`config.mk`:
```
export PLATFORM = sky130hd
export DESIGN_NAME = bin2bcd_seq
export DESIGN_NICKNAME = d
export VERILOG_FILES = /design/src/rtl/bcd_pkg.sv /design/src/rtl/bcd_digit_adj.sv /design/src/rtl/bin2bcd_seq.sv
export SDC_FILE = /design/constraint.sdc
export NUM_CORES = 1
export LEC_CHECK = 0
export CAP_MARGIN = 20
export CELL_PAD_IN_SITES_DETAIL_PLACEMENT = 1
export CELL_PAD_IN_SITES_GLOBAL_PLACEMENT = 1
export CORE_MARGIN = 3
export CORE_UTILIZATION = 35
export CTS_CLUSTER_DIAMETER = 40
export DETAILED_ROUTE_END_ITERATION = 12
export GPL_ROUTABILITY_DRIVEN = 0
export HOLD_SLACK_MARGIN = 0.03
export PLACE_DENSITY_LB_ADDON = 0.25
export SLEW_MARGIN = 20
export SYNTH_ARGS = -nofsm -noshare
export SYNTH_HDL_FRONTEND = slang
export SYNTH_SLANG_ARGS = --single-unit
```
`constraint.sdc`:
```
create_clock -name i_clk -period 1.9 [get_ports i_clk]
set_input_delay 0.19 -clock i_clk [delete_from_list [all_inputs] [get_ports i_clk]]
set_output_delay 0.19 -clock i_clk [all_outputs]
set_load 0.03 [all_outputs]
```
`src/rtl/bcd_pkg.sv`:
```
// Shared constants and types for the sequential binary-to-BCD converter.
package bcd_pkg;

    localparam int           BCD_DIGIT_W    = 4;
    localparam logic [3:0]   BCD_ADJ_THRESH = 4'd5;

    typedef enum logic [1:0] {
        IDLE  = 2'd0,
        SHIFT = 2'd1,
        DONE  = 2'd2
    } state_t;

    // 10^n as a 64-bit value; the widest case (10^10) does not fit in 32 bits.
    function automatic longint unsigned pow10(input int n);
        longint unsigned r;
        r = 64'd1;
        for (int i = 0; i < n; i++) r = r * 64'd10;
        return r;
    endfunction

    // True when the largest BIN_W-bit input can reach 10^DIGITS.
    function automatic bit ovf_possible(input int bin_w, input int digits);
        longint unsigned max_in;
        max_in = (64'd1 << bin_w) - 64'd1;
        return (pow10(digits) <= max_in);
    endfunction

endpackage

```
`src/rtl/bcd_digit_adj.sv`:
```
// Double-dabble correction cell: adds 3 to a BCD digit that is 5 or more,
// so the following left shift carries correctly into the next digit.
module bcd_digit_adj
    import bcd_pkg::*;
(
    input  logic [BCD_DIGIT_W-1:0] i_digit,
    output logic [BCD_DIGIT_W-1:0] o_digit
);

    assign o_digit = (i_digit >= BCD_ADJ_THRESH) ? (i_digit + 4'd3) : i_digit;

endmodule

```
`src/rtl/bin2bcd_seq.sv`:
```
// Sequential binary-to-BCD converter (shift-and-add-3), one input bit per clock.
// Optional build macro BIN2BCD_SAT_EN: on overflow the result saturates to
// all nines instead of holding the truncated low digits.
module bin2bcd_seq
    import bcd_pkg::*;
#(
    parameter int BIN_W  = 7,
    parameter int DIGITS = 2
)(
    input  logic                  i_clk,
    input  logic                  i_rst,
    input  logic                  i_start,
    input  logic [BIN_W-1:0]      i_din,
    output logic                  o_busy,
    output logic                  o_done,
    output logic [4*DIGITS-1:0]   o_bcd,
    output logic                  o_ovf
);

    localparam int WORK_W       = BCD_DIGIT_W * DIGITS;
    localparam int CNT_W        = $clog2(BIN_W + 1);
    localparam bit OVF_POSSIBLE = ovf_possible(BIN_W, DIGITS);

    state_t             r_state;
    state_t             w_next;
    logic               r_start_q;
    logic               w_start_edge;
    logic [BIN_W-1:0]   r_sreg;
    logic [WORK_W-1:0]  r_work;
    logic [WORK_W-1:0]  w_adj;
    logic [CNT_W-1:0]   r_cnt;
    logic               r_ovf_acc;
    logic               w_last;
    logic               w_load;
    logic               w_shift;
    logic               w_finish;
    logic               w_top_ge10;
    logic               w_ovf_final;
    logic [WORK_W-1:0]  w_result;

    assign w_start_edge = i_start & ~r_start_q;
    assign w_last       = (r_cnt == CNT_W'(1));

    // One correction cell per BCD digit of the working register.
    genvar g;
    generate
        for (g = 0; g < DIGITS; g++) begin : g_adj
            bcd_digit_adj u_adj (
                .i_digit (r_work[g*BCD_DIGIT_W +: BCD_DIGIT_W]),
                .o_digit (w_adj[g*BCD_DIGIT_W +: BCD_DIGIT_W])
            );
        end
    endgenerate

    // Start level history for rising-edge detection; tracks even while busy.
    always_ff @(posedge i_clk) begin
        if (i_rst) r_start_q <= 1'b0;
        else       r_start_q <= i_start;
    end

    // FSM state register.
    always_ff @(posedge i_clk) begin
        if (i_rst) r_state <= IDLE;
        else       r_state <= w_next;
    end

    // FSM next-state logic; start edges outside IDLE are dropped.
    always_comb begin
        w_next = r_state;
        case (r_state)
            IDLE:    if (w_start_edge) w_next = SHIFT;
            SHIFT:   if (w_last)       w_next = DONE;
            DONE:    w_next = IDLE;
            default: w_next = IDLE;
        endcase
    end

    // FSM output decode driving the datapath.
    always_comb begin
        w_load   = 1'b0;
        w_shift  = 1'b0;
        w_finish = 1'b0;
        case (r_state)
            IDLE:    w_load   = w_start_edge;
            SHIFT:   w_shift  = 1'b1;
            DONE:    w_finish = 1'b1;
            default: ;
        endcase
    end

    // Shift datapath: adjust digits, shift {work, sreg} left, collect lost bits.
    always_ff @(posedge i_clk) begin
        if (i_rst) begin
            r_sreg    <= '0;
            r_work    <= '0;
            r_cnt     <= '0;
            r_ovf_acc <= 1'b0;
        end else if (w_load) begin
            r_sreg    <= i_din;
            r_work    <= '0;
            r_cnt     <= CNT_W'(BIN_W);
            r_ovf_acc <= 1'b0;
        end else if (w_shift) begin
            r_work    <= {w_adj[WORK_W-2:0], r_sreg[BIN_W-1]};
            r_sreg    <= r_sreg << 1;
            r_ovf_acc <= r_ovf_acc | w_adj[WORK_W-1];
            r_cnt     <= r_cnt - CNT_W'(1);
        end
    end

    // A top digit above 9 would also mean the value did not fit; when the
    // input range cannot reach 10^DIGITS the flag is tied off entirely.
    assign w_top_ge10  = (r_work[WORK_W-1 -: BCD_DIGIT_W] > 4'd9);
    assign w_ovf_final = OVF_POSSIBLE & (r_ovf_acc | w_top_ge10);

`ifdef BIN2BCD_SAT_EN
    assign w_result = w_ovf_final ? {DIGITS{4'h9}} : r_work;
`else
    assign w_result = r_work;
`endif

    // Result registers and handshake; bcd/ovf only change on the done cycle.
    always_ff @(posedge i_clk) begin
        if (i_rst) begin
            o_bcd  <= '0;
            o_ovf  <= 1'b0;
            o_done <= 1'b0;
            o_busy <= 1'b0;
        end else begin
            o_done <= w_finish;
            if (w_load)        o_busy <= 1'b1;
            else if (w_finish) o_busy <= 1'b0;
            if (w_finish) begin
                o_bcd <= w_result;
                o_ovf <= w_ovf_final;
            end
        end
    end

endmodule

```
==> results.json <==
{
  "wl_met2_um": 1897,
  "preCtsSetupSlack_ps": 238.0,
  "drt-initial-drc-count": 57,
  "die_w_um": 71.06,
  "wire_per_inst_um": 14.99,
  "met3_length_um": 110,
  "synth_nets": 188,
  "rr_startpoint": "r_work[4]",
  "vias": 1294,
  "antenna_found_initial": 0,
  "r2r_slack_ps": 220,
  "hpwlAfterDp_um": 2723,
  "setup_tns_ps": 0,
  "grt_max_degree": 15,
  "wl_met1_um": 1592,
  "cp.required_ps": 2100,
  "final_common_cell": "dfxtp_1",
  "post-cts-setup-buffers": 0,
  "max_freq_mhz": 596.8,
  "grtUsageTotal_pct": 16.32,
  "path_clk_slew_ps": 70,
  "path_depth": 6,
  "path_delay_family": "multiplexers",
  "ys_ff_latch": 33,
  "final.setup.worst_slack_ps": 224.4,
  "endpoint": "r_work[6]",
  "syn_area_per_cell_um2": 8.613,
  "holdBufCountCts": 0,
  "syn-cell-area_mm2": 0.001481,
  "critPathKind": "flop to flop",
  "cp_max_fo": 5,
  "ant_nets": 0,
  "drc": 0,
  "htreeDepth": 2,
  "start_util_pct": 36.77,
  "ioPinCount": 21,
  "r2r_end": "r_work[6]",
  "rows": 23,
  "path_buf_inv": 1,
  "overflow": 0,
  "p_per_area_mw_per_mm2": 830.3,
  "critPathLaunch": "r_work[4]",
  "crit_chain": "inv_1, ha_1, nand2b_1, a21oi_1, mux2_2, o31ai_2",
  "first_pass_iters": 4,
  "ys_seq_area_share_pct": 44.59,
  "period_share_pct": 88.19,
  "critPathLaunchType": "flop",
  "cts_buffers": 5,
  "cts-root-buf": "clkbuf_8",
  "peakVddDrop_mv": 0.3896,
  "top_layer_used": "met4",
  "max_cap_viol_count": 0,
  "maxSlewHeadroom_pct": 68.99,
  "cts-resized-gates": 0,
  "drive_gt1_share_pct": 12.31,
  "clkSinkCount": 33,
  "syn-instance-count": 172,
  "endpoint_kind": "flop",
  "core-area_mm2": 0.004029,
  "outcome": "finished, final reports clean",
  "cp_slowest_cell": "mux2_2",
  "viasPerCell": 5.282,
  "rsz0062_at_grt": "no",
  "grt_pass1_wl_um": 6327,
  "clk_path_buf_depth": 2,
  "skew_ps": 6.604,
  "io_buffers": 20,
  "first_global_vias": 1397,
  "nNetsFinal": 210,
  "clock_latency_ps": 280,
  "critPathArrivalTime_ps": 1880,
  "maxSlewViolCount": 0,
  "worst_pin_slew_ps": 465.2,
  "cts_tree": "yes",
  "routed_wl_um": 3673,
  "cellLeakagePower_nw": 0.6392,
  "synth_cell_type_count": 33,
  "yosysWarnings": 0,
  "cpPeakStageDelay_ps": 360,
  "dieArea_mm2": 0.005050,
  "fin_crit_ps": 1676,
  "setup_viol": 0,
  "hold_viol": 0,
  "area_growth_pct": 23.31,
  "num_antenna_cells": 0,
  "layout_common_cells": "dfxtp_1 (33), nand2_1 (30), a21oi_1 (27)",
  "reg2regPathDepth": 6,
  "die_y_um": 71.06,
  "hp-class": "flop to flop"
}
-- cells by family (layout without fill, tap and decap cells) --
| logic type | after synthesis | count (layout) | synth area share (%) |
|---|---|---|---|
| multiplexers | 2 | 2 | 1.520 |
| XOR/XNOR | 2 | 2 | 1.183 |
| AND/OR/NAND/NOR | 59 | 59 | 19.59 |
| flip-flops | 33 | 33 | 44.59 |
| buffers and inverters | 18 | 41 | 6.334 |
| AO/OA/AOI/OAI | 52 | 52 | 21.71 |
| adder cells (fa/ha/maj) | 6 | 6 | 5.067 |
-- report_power, final --
| group | switching, mW | internal, mW | total, mW |
|---|---|---|---|
| registers | 0.0222 | 0.721 | 0.743 |
| clock network | 0.250 | 0.327 | 0.577 |
| logic | 0.113 | 0.0835 | 0.197 |
-- how the worst min path moves through the flow --
stage              start   endpoint  slack [ps]  depth (start not counted)
6_report       r_sreg[6]  r_sreg[6]         460                          2
3_3_place_gp   r_sreg[6]  r_work[0]         440                          2
4_1_cts        r_sreg[6]  r_sreg[6]         460                          2
3_5_place_dp   r_sreg[6]  r_sreg[6]         450                          2
5_1_grt         i_din[0]  r_sreg[0]         470                          3
2_1_floorplan    i_start  r_start_q         320                          1
-- final cells by class --
cell class	count	area (um^2)
repair buffers	27	252.7
fillers	491	2202
clock inverters	1	5.005
inverters	6	22.52
clock buffers	7	96.34
multi-input cells	121	726.9
flip-flops and latches	33	660.6
well taps	50	62.56
-- worst reg2reg max path, cell delays in order (launching register included) --
cell and delay [ps]:
dfxtp_1 350, inv_1 160, ha_1 250, nand2b_1 150
a21oi_1 180, mux2_2 360, o31ai_2 160
-- through the flow --
| stage | area, um^2 | hold WS [ps] | power [mW] | std cells | util, % |
|---|---|---|---|---|---|
| 2_1_floorplan | 1481 | 318.2 | 0.8900 | 172 | - |
| 3_3_place_gp | 1725 | 440.8 | 0.9385 | 237 | 42.83 |
| 3_5_place_dp | 1725 | 447.0 | 0.9563 | 237 | 42.83 |
| 4_1_cts | 1827 | 456.4 | 1.535 | 245 | 45.34 |
| 5_1_grt | 1827 | 465.3 | 1.596 | 245 | 45.34 |
| 6_report | 1827 | 455.5 | 1.517 | 245 | 45.34 |
-- flip-flops by register name (all words and copies together), names as in the netlist --
register,count
o_bcd,8
r_work,8
r_sreg,7
r_cnt,3
r_state,2
o_busy,1
o_done,1
o_ovf,1
r_ovf_acc,1
r_start_q,1
-- cell usage after synthesis --
cell type | count | area [um^2]
nor2b_1 | 3 | 18.77
or4b_4 | 1 | 13.76
nor2_1 | 11 | 41.29
nor3_2 | 1 | 10.01
nand2_1 | 30 | 112.6
buf_2 | 6 | 30.03
o31ai_2 | 1 | 12.51
inv_1 | 6 | 22.52
a22oi_1 | 6 | 45.04
a211oi_1 | 3 | 22.52
a21oi_1 | 27 | 135.1
o21ai_0 | 6 | 30.03
a31oi_1 | 3 | 18.77
xnor2_1 | 1 | 8.760
a2111oi_0 | 1 | 8.760
nor4b_2 | 1 | 15.01
nor3b_1 | 1 | 7.510
nand3_1 | 3 | 15.01
nand2b_4 | 1 | 13.76
nand2b_1 | 5 | 31.28
o31ai_1 | 1 | 7.510
o31a_1 | 1 | 8.760
dfxtp_1 | 33 | 660.6
a2111oi_2 | 1 | 15.01
ha_1 | 6 | 75.07
clkbuf_1 | 2 | 7.510
buf_4 | 3 | 22.52
a41oi_1 | 2 | 17.52
nor3_1 | 1 | 5.000
xor2_1 | 1 | 8.760
buf_6 | 1 | 11.26
mux2_2 | 2 | 22.52
nor2_2 | 1 | 6.260
-- per-layer routing --
metal | vias up | track usage [%]
met5 | - | 0
met3 | 6 | 4.261
li1 | 637 | -
met2 | 21 | 29.76
met1 | 630 | 17.70
met4 | 0 | 6.889
Note: power is estimated with default switching activity, not from simulation.
